--- config.mk ---
export PLATFORM = sky130hd
export DESIGN_NAME = cam_pack_selector
export DESIGN_NICKNAME = d
export VERILOG_FILES = /design/src/rtl/cam_pack_selector.sv
export SDC_FILE = /design/constraint.sdc
export NUM_CORES = 1
export LEC_CHECK = 0
export BUFFER_PORTS_ARGS = -buffer_cell sky130_fd_sc_hd__buf_4
export CAP_MARGIN = 20
export CORE_MARGIN = 5
export CORE_UTILIZATION = 41
export DETAILED_ROUTE_END_ITERATION = 7
export PLACE_DENSITY = 0.76
export SYNTH_ARGS = -nofsm -noshare
export SYNTH_HDL_FRONTEND = slang
export SYNTH_SLANG_ARGS = --single-unit
export TNS_END_PERCENT = 5
--- constraint.sdc ---
create_clock -name clk -period 1.7 [get_ports clk]
set_input_delay 0.085 -clock clk [delete_from_list [all_inputs] [get_ports clk]]
set_output_delay 0.085 -clock clk [all_outputs]
set_load 0.02 [all_outputs]
--- src/rtl/cam_pack_selector.sv ---
// Frame-synchronous selector of one display pack stream out of N_CH channels, manual or auto-scan.
// Optional build macro CAM_PACK_SELECTOR_BLANK_EN blanks DE/RGB of the new channel until its next frame start.
module cam_pack_selector #(
    parameter int N_CH    = 2,
    parameter int PACK_W  = 49,
    parameter int VS_BIT  = 46,
    parameter int DE_BIT  = 45,
    parameter int RGB_LSB = 21,
    parameter int DWELL   = 60,
    localparam int CW     = (N_CH > 1) ? $clog2(N_CH) : 1
) (
    input  logic                   clk,
    input  logic                   rst,
    input  logic [N_CH*PACK_W-1:0] i_packs,
    input  logic [CW-1:0]          sel,
    input  logic                   sel_valid,
    input  logic                   auto_en,
    output logic [PACK_W-1:0]      o_pack,
    output logic [CW-1:0]          active_ch,
    output logic                   pending,
    output logic                   switched,
    output logic                   sel_err
);

    localparam int            CNT_W   = $clog2(DWELL + 1);
    localparam logic [CW:0]   NCH_C   = (CW+1)'(N_CH);
    localparam logic [CW-1:0] LAST_CH = CW'(N_CH - 1);

    typedef enum logic {RUN, PEND} state_t;

    state_t             state_q, state_d;
    logic [CW-1:0]      active_q, active_d;
    logic [CW-1:0]      target_q, target_d;
    logic [CNT_W-1:0]   cnt_q, cnt_d;
    logic               vs_prev_q;
    logic               switched_q, sel_err_q;
    logic [PACK_W-1:0]  cur_pack;
    logic               vs_cur, boundary, in_range, req_ok, req_bad, do_switch;

`ifdef CAM_PACK_SELECTOR_BLANK_EN
    logic blank_q;

    function automatic logic [PACK_W-1:0] blank_pack(input logic [PACK_W-1:0] p);
        logic [PACK_W-1:0] r;
        r                = p;
        r[DE_BIT]        = 1'b0;
        r[RGB_LSB +: 24] = 24'd0;
        return r;
    endfunction
`endif

    always_comb begin
        cur_pack = '0;
        for (int k = 0; k < N_CH; k++) begin
            if (active_q == CW'(k)) cur_pack = i_packs[k*PACK_W +: PACK_W];
        end
    end

    assign vs_cur   = cur_pack[VS_BIT];
    assign boundary = vs_cur & ~vs_prev_q;
    assign in_range = ({1'b0, sel} < NCH_C);
    assign req_ok   = sel_valid & ~auto_en & in_range;
    assign req_bad  = sel_valid & ~auto_en & ~in_range;

    always_comb begin
        state_d   = state_q;
        active_d  = active_q;
        target_d  = target_q;
        cnt_d     = cnt_q;
        do_switch = 1'b0;
        if (auto_en) begin
            // Auto-scan never holds a queued target; the switch happens on the DWELL-th boundary itself.
            state_d = RUN;
            if (boundary) begin
                if (cnt_q == CNT_W'(DWELL - 1)) begin
                    cnt_d     = '0;
                    do_switch = 1'b1;
                    active_d  = (active_q == LAST_CH) ? '0 : active_q + CW'(1);
                end else begin
                    cnt_d = cnt_q + CNT_W'(1);
                end
            end
        end else begin
            cnt_d = '0;
            case (state_q)
                RUN: begin
                    if (req_ok && sel != active_q) begin
                        target_d = sel;
                        state_d  = PEND;
                    end
                end
                PEND: begin
                    if (req_ok && sel == active_q) begin
                        state_d = RUN;
                    end else begin
                        if (req_ok) target_d = sel;
                        if (boundary) begin
                            do_switch = 1'b1;
                            active_d  = req_ok ? sel : target_q;
                            state_d   = RUN;
                        end
                    end
                end
                default: state_d = RUN;
            endcase
        end
    end

    always_ff @(posedge clk) begin
        if (rst) begin
            state_q    <= RUN;
            active_q   <= '0;
            target_q   <= '0;
            cnt_q      <= '0;
            vs_prev_q  <= 1'b0;
            switched_q <= 1'b0;
            sel_err_q  <= 1'b0;
            o_pack     <= '0;
`ifdef CAM_PACK_SELECTOR_BLANK_EN
            blank_q    <= 1'b0;
`endif
        end else begin
            state_q    <= state_d;
            active_q   <= active_d;
            target_q   <= target_d;
            cnt_q      <= cnt_d;
            vs_prev_q  <= do_switch ? 1'b0 : vs_cur;
            switched_q <= do_switch;
            sel_err_q  <= req_bad;
`ifdef CAM_PACK_SELECTOR_BLANK_EN
            // The boundary pack opens the first full new-channel frame, so it is passed untouched.
            o_pack     <= (blank_q && !boundary) ? blank_pack(cur_pack) : cur_pack;
            blank_q    <= do_switch ? 1'b1 : (boundary ? 1'b0 : blank_q);
`else
            o_pack     <= cur_pack;
`endif
        end
    end

    assign active_ch = active_q;
    assign pending   = (state_q == PEND);
    assign switched  = switched_q;
    assign sel_err   = sel_err_q;

endmodule
==> impl_metrics.env, run 1 <==
export IMPL_status="completed"
export IMPL_worstMarginPinSlew_ps=565
export IMPL_finalCriticalPeriod_ps=1600
export IMPL_ir_worst_vdd_mv=0.551
export IMPL_critPathLaunchType="flip-flop"
export IMPL_p_leak_uw=0.00188
export IMPL_netlist_instances=223
export IMPL_hold_violations=0
export IMPL_grt_pass1_vias=2398
export IMPL_utilization=0.779
export IMPL_end_kind="flip-flop"
export IMPL_n_antenna_cell=0
export IMPL_cts_root_buf="clkbuf_8"
export IMPL_antenna_found_initial=0
export IMPL_synth_seq_cells=60
export IMPL_viasPerCell=4.60
export IMPL_insertion_delay_ps=320
export IMPL_cap_violations=0
export IMPL_synth_fp_nets=327
export IMPL_final_antenna_net_count=0
export IMPL_worstSetupPathType="reg2reg"
export IMPL_cts_buffer_depth=2
export IMPL_drc=0
export IMPL_synthArstFlopShare=0
export IMPL_cts_buffers=9
export IMPL_die_x_um=84.7
export IMPL_gp_congestion=0.825
export IMPL_cp_max_fo=17
export IMPL_grt_ovfl_total=0
export IMPL_dr_pass1_iters=4
export IMPL_p_per_area_nw_per_um2=765
export IMPL_place_ws_ps=252
export IMPL_wirelength_um=7470
export IMPL_initial_core_util=0.418
export IMPL_hold_class="in2reg"
export IMPL_synth_flop_cell="dfxtp_1"
export IMPL_period_share=0.940
export IMPL_ys_seq_area_frac=0.525
export IMPL_synth_distinct_cells=33
export IMPL_drive_gt1_frac=0.406
export IMPL_fmax_mhz=626
export IMPL_netlist_area_um2=2290
export IMPL_clkSinkCount=60
export IMPL_grt_max_degree=56
export IMPL_area_growth_pct=86.3
export IMPL_nets=539
export IMPL_wl_per_cell_um=14.6
export IMPL_worst_ep_arrival_time_ps=1790
export IMPL_die_h_um=84.7
export IMPL_core_um2=5470
export IMPL_dieArea_um2=7180
export IMPL_cts_tree="done"
export IMPL_h_tree_depth=3
export IMPL_grt_first_pass_wirelength_um=11600
export IMPL_dpl_cell_area_um2=3490
export IMPL_ys_warn_count=0
export IMPL_hpwlAfterDp_um=4940
export IMPL_final_area_um2=4260
export IMPL_gr_usage_all_layers=0.208
export IMPL_io_buffers=154
export IMPL_crit_required_ps=1900
export IMPL_relSlewSlack=0.624
export IMPL_vias=2344
export IMPL_synth_edff_count=0
export IMPL_avgSynthCellArea_um2=10.3
export IMPL_rows=27
export IMPL_drv_slew=0
export IMPL_io_pins=156
export IMPL_nFillCells=366
export IMPL_drt_iter0_drc=99
export IMPL_cts_clk_slew_worst_paths_ps=70
export IMPL_setup_viol=0
export IMPL_hold_ws_ps=7.45
export IMPL_final_setup_worst_slack_ps=102
export IMPL_finClkSkew_ps=9.38
-- registers in the layout (all words and copies together) (netlist names) --
| name | cells |
|---|---|
| vs_prev_q | 1 |
| target_q | 1 |
| pending | 1 |
| switched | 1 |
| o_pack | 49 |
| cnt_q | 6 |
| active_ch | 1 |
-- path summary, 6_finish.rpt --
path	from	end	slack [ps]	cells after the start
setup / recovery	active_ch	o_pack[7]	100	4
hold reg to reg	cnt_q[1]	cnt_q[1]	490	2
hold / removal	i_packs[23]	o_pack[23]	7	3
setup reg to reg	active_ch	o_pack[7]	100	4
-- timing repair --
| item | in CTS | in global routing |
|---|---|---|
| endpoints found under the setup margin | 0 | 26 |
| hold endpoints to repair | 30 | 1 |
| hold buffers | 56 | 1 |
| gates resized for setup | 0 | 7 |
| buffers inserted | 0 | 0 |
-- logic make-up (layout without fill, tap and decap cells) --
logic type,Yosys count,in the layout,share of synthesized area
mux,50,50,0.224
flops,60,60,0.525
fa+ha+maj,1,1,0.00547
simple gates,78,78,0.151
xor+xnor,6,6,0.0230
buf+inv,16,231,0.0334
other cells,1,1,0.00164
compound gates,11,11,0.0361
-- worst max-delay path, cell delays in order (launching register included) --
cell	delay [ps]
dfxtp_4	410
buf_8	210
mux2i_1	220
dlygate4sd3_1	580
nor2_1	40
-- metrics by stage --
step | cells | setup TNS [ps] | total power (µW)
CTS | 509 | 0 | 3290
global placement | 439 | 0 | 2050
global route | 510 | -0.117 | 3430
finish | 510 | 0 | 3260
floorplan | 223 | 0 | 1750
detailed placement | 439 | 0 | 2060
-- Yosys cell counts, types with 2 or more instances --
master	instances	area, µm²
a21oi_1	2	10.0
buf_2	4	20.0
buf_4	3	22.5
clkbuf_1	5	18.8
dfxtp_1	60	1200
inv_1	3	11.3
mux2i_1	49	490
nand2_1	4	15.0
nand2b_1	3	18.8
nand3_1	2	10.0
nor2_1	59	221
nor3_1	2	10.0
o21ai_0	2	10.0
xnor2_1	6	52.6
-- cell usage in the layout, fill, tap and decap left out, types with 2 or more instances in the layout --
cell type and count:
o21ai_0 2, nand2b_1 3, nand2_1 4, xnor2_1 6, clkbuf_8 12, nand3_1 2
inv_1 3, nor3_1 2, buf_4 154, nor2_1 59, a21oi_1 2, dfxtp_1 59
mux2i_1 49, buf_8 3, dlygate4sd3_1 57, clkinv_2 2
-- layer usage --
metal  share of wire  wire [µm]  global-route usage
met4           0.016        122              0.0806
met5               0          0                   0
met1            0.37       2730               0.215
met2            0.51       3780               0.364
met3            0.11        844              0.0981
-- power by group --
part / total [µW] / switching, µW / leakage, µW / internal [µW]
clock network: 1120 / 488 / 0.0000941 / 627
logic: 641 / 263 / 0.00129 / 378
registers: 1510 / 26.1 / 0.000499 / 1480
-- cell type report --
| type | count | area [µm²] | area share |
|---|---|---|---|
| multi-input combinational | 147 | 1010 | 0.237 |
| timing repair buffer | 214 | 1770 | 0.415 |
| clock buffer | 12 | 165 | 0.0387 |
| sequential | 60 | 1200 | 0.283 |
| inverter | 3 | 11.3 | 0.00264 |
| tap | 72 | 90.1 | 0.0211 |
| clock inverter | 2 | 10.0 | 0.00235 |
Power figures use the tool's default switching activity.
==> inputs of run 2 (changes only) <==
Settings changed: CORE_MARGIN 5 to 3.
==> run 2 against run 1 <==
  * Clock power is 24% higher
  * Final cell count is 0.20% higher
  * Via count is 1.2% higher
  * Setup slack worse by 8.5 ps
  * Worst hold slack better by 1.7 ps
==> impl_metrics.env, run 2 (synthesis gave the netlist of run 1 again) <==
export IMPL_status="completed"
export IMPL_final_common_cell="buf_4"
export IMPL_rsz0062_at_grt="false"
export IMPL_grt_first_pass_wirelength_um=11100
export IMPL_final_antenna_net_count=0
export IMPL_clkSinkCount=60
export IMPL_regMostFlops="o_pack"
export IMPL_cts_buffer_depth=2
export IMPL_grt_max_degree=56
export IMPL_place_ws_ps=306
export IMPL_finalCriticalPeriod_ps=1610
export IMPL_vias=2373
export IMPL_fmax_mhz=622
export IMPL_regArea_um2=1200
export IMPL_cts_clk_slew_worst_paths_ps=70
export IMPL_drt_iter0_drc=62
export IMPL_cts_buffers=9
export IMPL_worstSetupStartpoint="active_ch"
export IMPL_grt_util_met1=0.229
export IMPL_die_x_um=80.7
export IMPL_insertion_delay_ps=320
export IMPL_dieArea_um2=6510
export IMPL_hpwlAfterDp_um=4590
export IMPL_ff2ff_path_depth=4
export IMPL_viasPerCell=4.64
export IMPL_multi_input_area_um2=1010
export IMPL_p_leak_uw=0.00189
export IMPL_cts_tree="done"
export IMPL_final_setup_worst_slack_ps=93.3
export IMPL_period_share=0.945
export IMPL_gr_usage_all_layers=0.226
export IMPL_setup_viol=0
export IMPL_relSlewSlack=0.633
export IMPL_grt_ovfl_total=0
export IMPL_cp_max_fo=19
export IMPL_setup_tns_ps=0
export IMPL_gp_congestion=0.839
export IMPL_initial_core_util=0.437
export IMPL_area_growth_pct=87.4
export IMPL_largest_reg_flops=49
export IMPL_antenna_found_initial=0
export IMPL_r2r_slack_ps=90
export IMPL_grt_pass1_vias=2457
export IMPL_drv_slew=0
export IMPL_wl_per_cell_um=14.5
export IMPL_worstMarginPinSlew_ps=550
export IMPL_nFillCells=319
export IMPL_post_cts_buffers=0
export IMPL_cts_root_buf="clkbuf_8"
export IMPL_io_pins=156
export IMPL_hold_violations=0
export IMPL_holdPathEnd="o_pack[7]"
export IMPL_top_regs="o_pack: 49 flops, cnt_q: 6 flops"
export IMPL_worstSetupPathType="reg2reg"
export IMPL_hp_start="i_packs[56]"
export IMPL_h_tree_depth=3
export IMPL_dr_pass1_iters=4
export IMPL_critPathLaunchType="flip-flop"
export IMPL_wirelength_um=7400
export IMPL_finClkSkew_ps=10.4
export IMPL_ir_worst_vdd_mv=0.582
export IMPL_p_per_area_nw_per_um2=825
export IMPL_busiest_layer="met2"
export IMPL_die_h_um=80.7
export IMPL_drc=0
export IMPL_grt_use_met2=0.404
export IMPL_holdPathStages=3
export IMPL_crit_required_ps=1890
export IMPL_rr_endpoint="o_pack[26]"
export IMPL_layout_common_cells="buf_4 (155), nor2_1 (59), dfxtp_1 (59), dlygate4sd3_1 (58), mux2i_1 (49)"
export IMPL_cap_violations=0
export IMPL_rows=26
export IMPL_hold_class="in2reg"
export IMPL_worst_ep_arrival_time_ps=1800
export IMPL_core_um2=5240
export IMPL_use_met3=0.0874
export IMPL_drive_gt1_frac=0.402
export IMPL_end_kind="flip-flop"
export IMPL_nets=539
export IMPL_io_buffers=154
export IMPL_reg2reg_from="active_ch"
-- run 2: final cells by class --
type	count	area share
inverters	3	0.00263
multi-input cells	147	0.236
clock buffers	12	0.0338
diodes	1	0.000584
flip-flops and latches	60	0.280
repair buffers	214	0.409
well taps	70	0.0204
clock inverters	4	0.0169
-- run 2: routing by layer --
layer,vias to the layer above,share of wire
li1,1167,-
met1,1059,0.37
met2,129,0.49
met3,18,0.12
met4,0,0.024
met5,-,0
-- run 2: what timing repair did --
item,4_1_cts,5_1_grt
gates resized for setup,0,1
hold buffers,57,1
endpoints found under the setup margin,0,1
hold endpoints to repair,32,1
-- run 2: critical path: stages, from the launching register on --
cell,delay [ps]
dfxtp_2,400
buf_6,260
mux2i_1,200
dlygate4sd3_1,570
nor2_1,40
-- run 2: how the worst max path moves through the flow --
stage,endpoint,slack (ps)
after CTS,o_pack[26],30
final,o_pack[26],90
after floorplan,active_ch,250
after global routing,o_pack[26],0.2
after global placement,active_ch,330
after detailed placement,cnt_q[5],310
-- run 2: metrics by stage --
step / hold slack (ps) / instance area (µm²) / instances / utilization / total power (µW)
after floorplan: 229 / 2290 / 223 / - / 1750
final: 9.19 / 4290 / 511 / 0.819 / 3540
after detailed placement: 322 / 3480 / 436 / 0.665 / 2060
after CTS: 0.0400 / 4270 / 509 / 0.816 / 3560
after global routing: 10.5 / 4290 / 510 / 0.818 / 3680
after global placement: 313 / 3480 / 436 / 0.665 / 2050
-- run 2: where the power goes --
part           switching, µW  internal, µW  total, µW
Clock                    529           865       1390
Combinational            266           374        640
Sequential              25.1          1480       1500
Total                    820          2720       3540
==> inputs of run 3 (changes only) <==
Settings changed: PLACE_DENSITY 0.76 to 0.85.
==> run 3 against run 2 <==
  * Cell area decreased by 3.7%
  * Critical path depth is the same
  * Clock-buffer cell count is 2 higher
  * Wire length increased by 3.3%
  * Clock power is 24% lower
  * Via count fell by 0.21%
  * Sequential share of layout area up 1.1 points
  * Global-route usage increased by 0.87 points
  * Combinational power decreased by 2%
  * Setup slack lost 28 ps
  * Flip-flop and latch count unchanged
  * Largest power group unchanged
==> impl_metrics.env, run 3 (synthesis gave the netlist of run 1 again) <==
export IMPL_ir_worst_vdd_mv=0.500
export IMPL_drive_gt1_frac=0.407
export IMPL_period_share=0.961
export IMPL_rows=26
export IMPL_gp_congestion=0.805
export IMPL_cap_violations=0
export IMPL_grt_max_degree=56
export IMPL_nFillCells=335
export IMPL_finClkSkew_ps=5.79
export IMPL_grt_pass1_vias=2448
export IMPL_hold_class="in2reg"
export IMPL_regArea_um2=1200
export IMPL_vias=2368
export IMPL_cts_clk_slew_worst_paths_ps=60
export IMPL_drc=0
export IMPL_viasPerCell=4.74
export IMPL_final_common_cell="buf_4"
export IMPL_nets=529
export IMPL_worstPathCellList="buf_6 -> mux2i_1 -> dlygate4sd3_1 -> nor2_1"
export IMPL_setup_tns_ps=0
export IMPL_critPathLaunchType="flip-flop"
export IMPL_antenna_found_initial=0
export IMPL_dr_pass1_iters=4
export IMPL_cts_tree="done"
export IMPL_area_growth_pct=80.5
export IMPL_insertion_delay_ps=320
export IMPL_initial_core_util=0.437
export IMPL_rsz0062_at_grt="false"
export IMPL_cts_buffers=9
export IMPL_p_leak_uw=0.00182
export IMPL_h_tree_depth=3
export IMPL_n_antenna_cell=0
export IMPL_status="completed"
export IMPL_cp_max_fo=17
export IMPL_clkSinkCount=60
export IMPL_io_pins=156
export IMPL_crit_required_ps=1890
export IMPL_cts_root_buf="clkbuf_8"
export IMPL_utilization=0.789
export IMPL_die_x_um=80.7
export IMPL_grt_ovfl_total=0
export IMPL_top_regs="o_pack: 49 flops, cnt_q: 6 flops"
export IMPL_worstMarginPinSlew_ps=566
export IMPL_regMostFlops="o_pack"
export IMPL_core_um2=5240
export IMPL_cts_buffer_depth=2
export IMPL_power_total_uw=3200
export IMPL_layout_common_cells="buf_4 (155), nor2_1 (59), dfxtp_1 (59), mux2i_1 (49), dlygate4sd3_1 (48)"
export IMPL_hpwlAfterDp_um=4870
export IMPL_post_cts_buffers=0
export IMPL_wl_per_cell_um=15.3
export IMPL_relSlewSlack=0.622
export IMPL_gr_usage_all_layers=0.235
export IMPL_worst_ep_arrival_time_ps=1830
export IMPL_grt_first_pass_wirelength_um=11600
export IMPL_largest_reg_flops=49
export IMPL_setup_viol=0
export IMPL_max_stage_delay_ps=580
export IMPL_die_h_um=80.7
export IMPL_worstSetupPathType="reg2reg"
export IMPL_p_per_area_nw_per_um2=774
export IMPL_critPathSlowestCell="dlygate4sd3_1"
export IMPL_drv_slew=0
export IMPL_hold_violations=0
export IMPL_end_kind="flip-flop"
export IMPL_io_buffers=154
export IMPL_final_antenna_net_count=0
export IMPL_wirelength_um=7640
export IMPL_final_area_um2=4130
export IMPL_multi_input_area_um2=1010
export IMPL_dpl_cell_area_um2=3480
export IMPL_fmax_mhz=612
export IMPL_drt_iter0_drc=98
export IMPL_finalCriticalPeriod_ps=1630
export IMPL_dieArea_um2=6510
[run 3: through the flow]
step	hold slack, ps	std cells	setup slack (ps)
after floorplan	229	223	254
after global placement	313	436	334
after detailed placement	322	436	273
after CTS	0.903	500	47.2
after global routing	6.76	500	16.1
final	8.55	500	65.7
[run 3: routing by layer]
layer / routed length, µm / global-route usage
met2: 3870 / 0.425
met5: 0 / 0
met1: 2700 / 0.241
met3: 959 / 0.103
met4: 116 / 0.0794
[run 3: final cells by class]
cell class / instances / area share
Tap cell: 70 / 0.0212
Clock inverter: 2 / 0.00242
Multi-Input combinational cell: 147 / 0.245
Timing Repair Buffer: 204 / 0.401
Inverter: 3 / 0.00273
Sequential cell: 60 / 0.291
Clock buffer: 14 / 0.0370
[run 3: path summary, 6_finish.rpt]
path | startpoint | cells past startpoint | slack [ps] | end
min reg2reg | target_q | 2 | 510 | target_q
min | i_packs[65] | 3 | 9 | o_pack[16]
max reg2reg | active_ch | 4 | 70 | o_pack[26]
max | active_ch | 4 | 70 | o_pack[26]
[run 3: power by group]
part | internal [µW] | switching [µW]
combinational | 360 | 265
sequential | 1480 | 27.1
clock | 566 | 498
[run 3: worst max-delay path, delay by kind of cell (launching register included)]
| kind | cells | cell delay, ps |
|---|---|---|
| multiplexers | 1 | 230 |
| AND/OR/NAND/NOR | 1 | 40 |
| buffers and inverters | 2 | 830 |
| flip-flops | 1 | 400 |
[run 3: repair_timing]
action | 4_1_cts | 5_1_grt
hold buffers | 48 | 0
setup endpoints to repair | 0 | 6
hold endpoints to repair | 27 | 0
gates resized for setup | 0 | 1
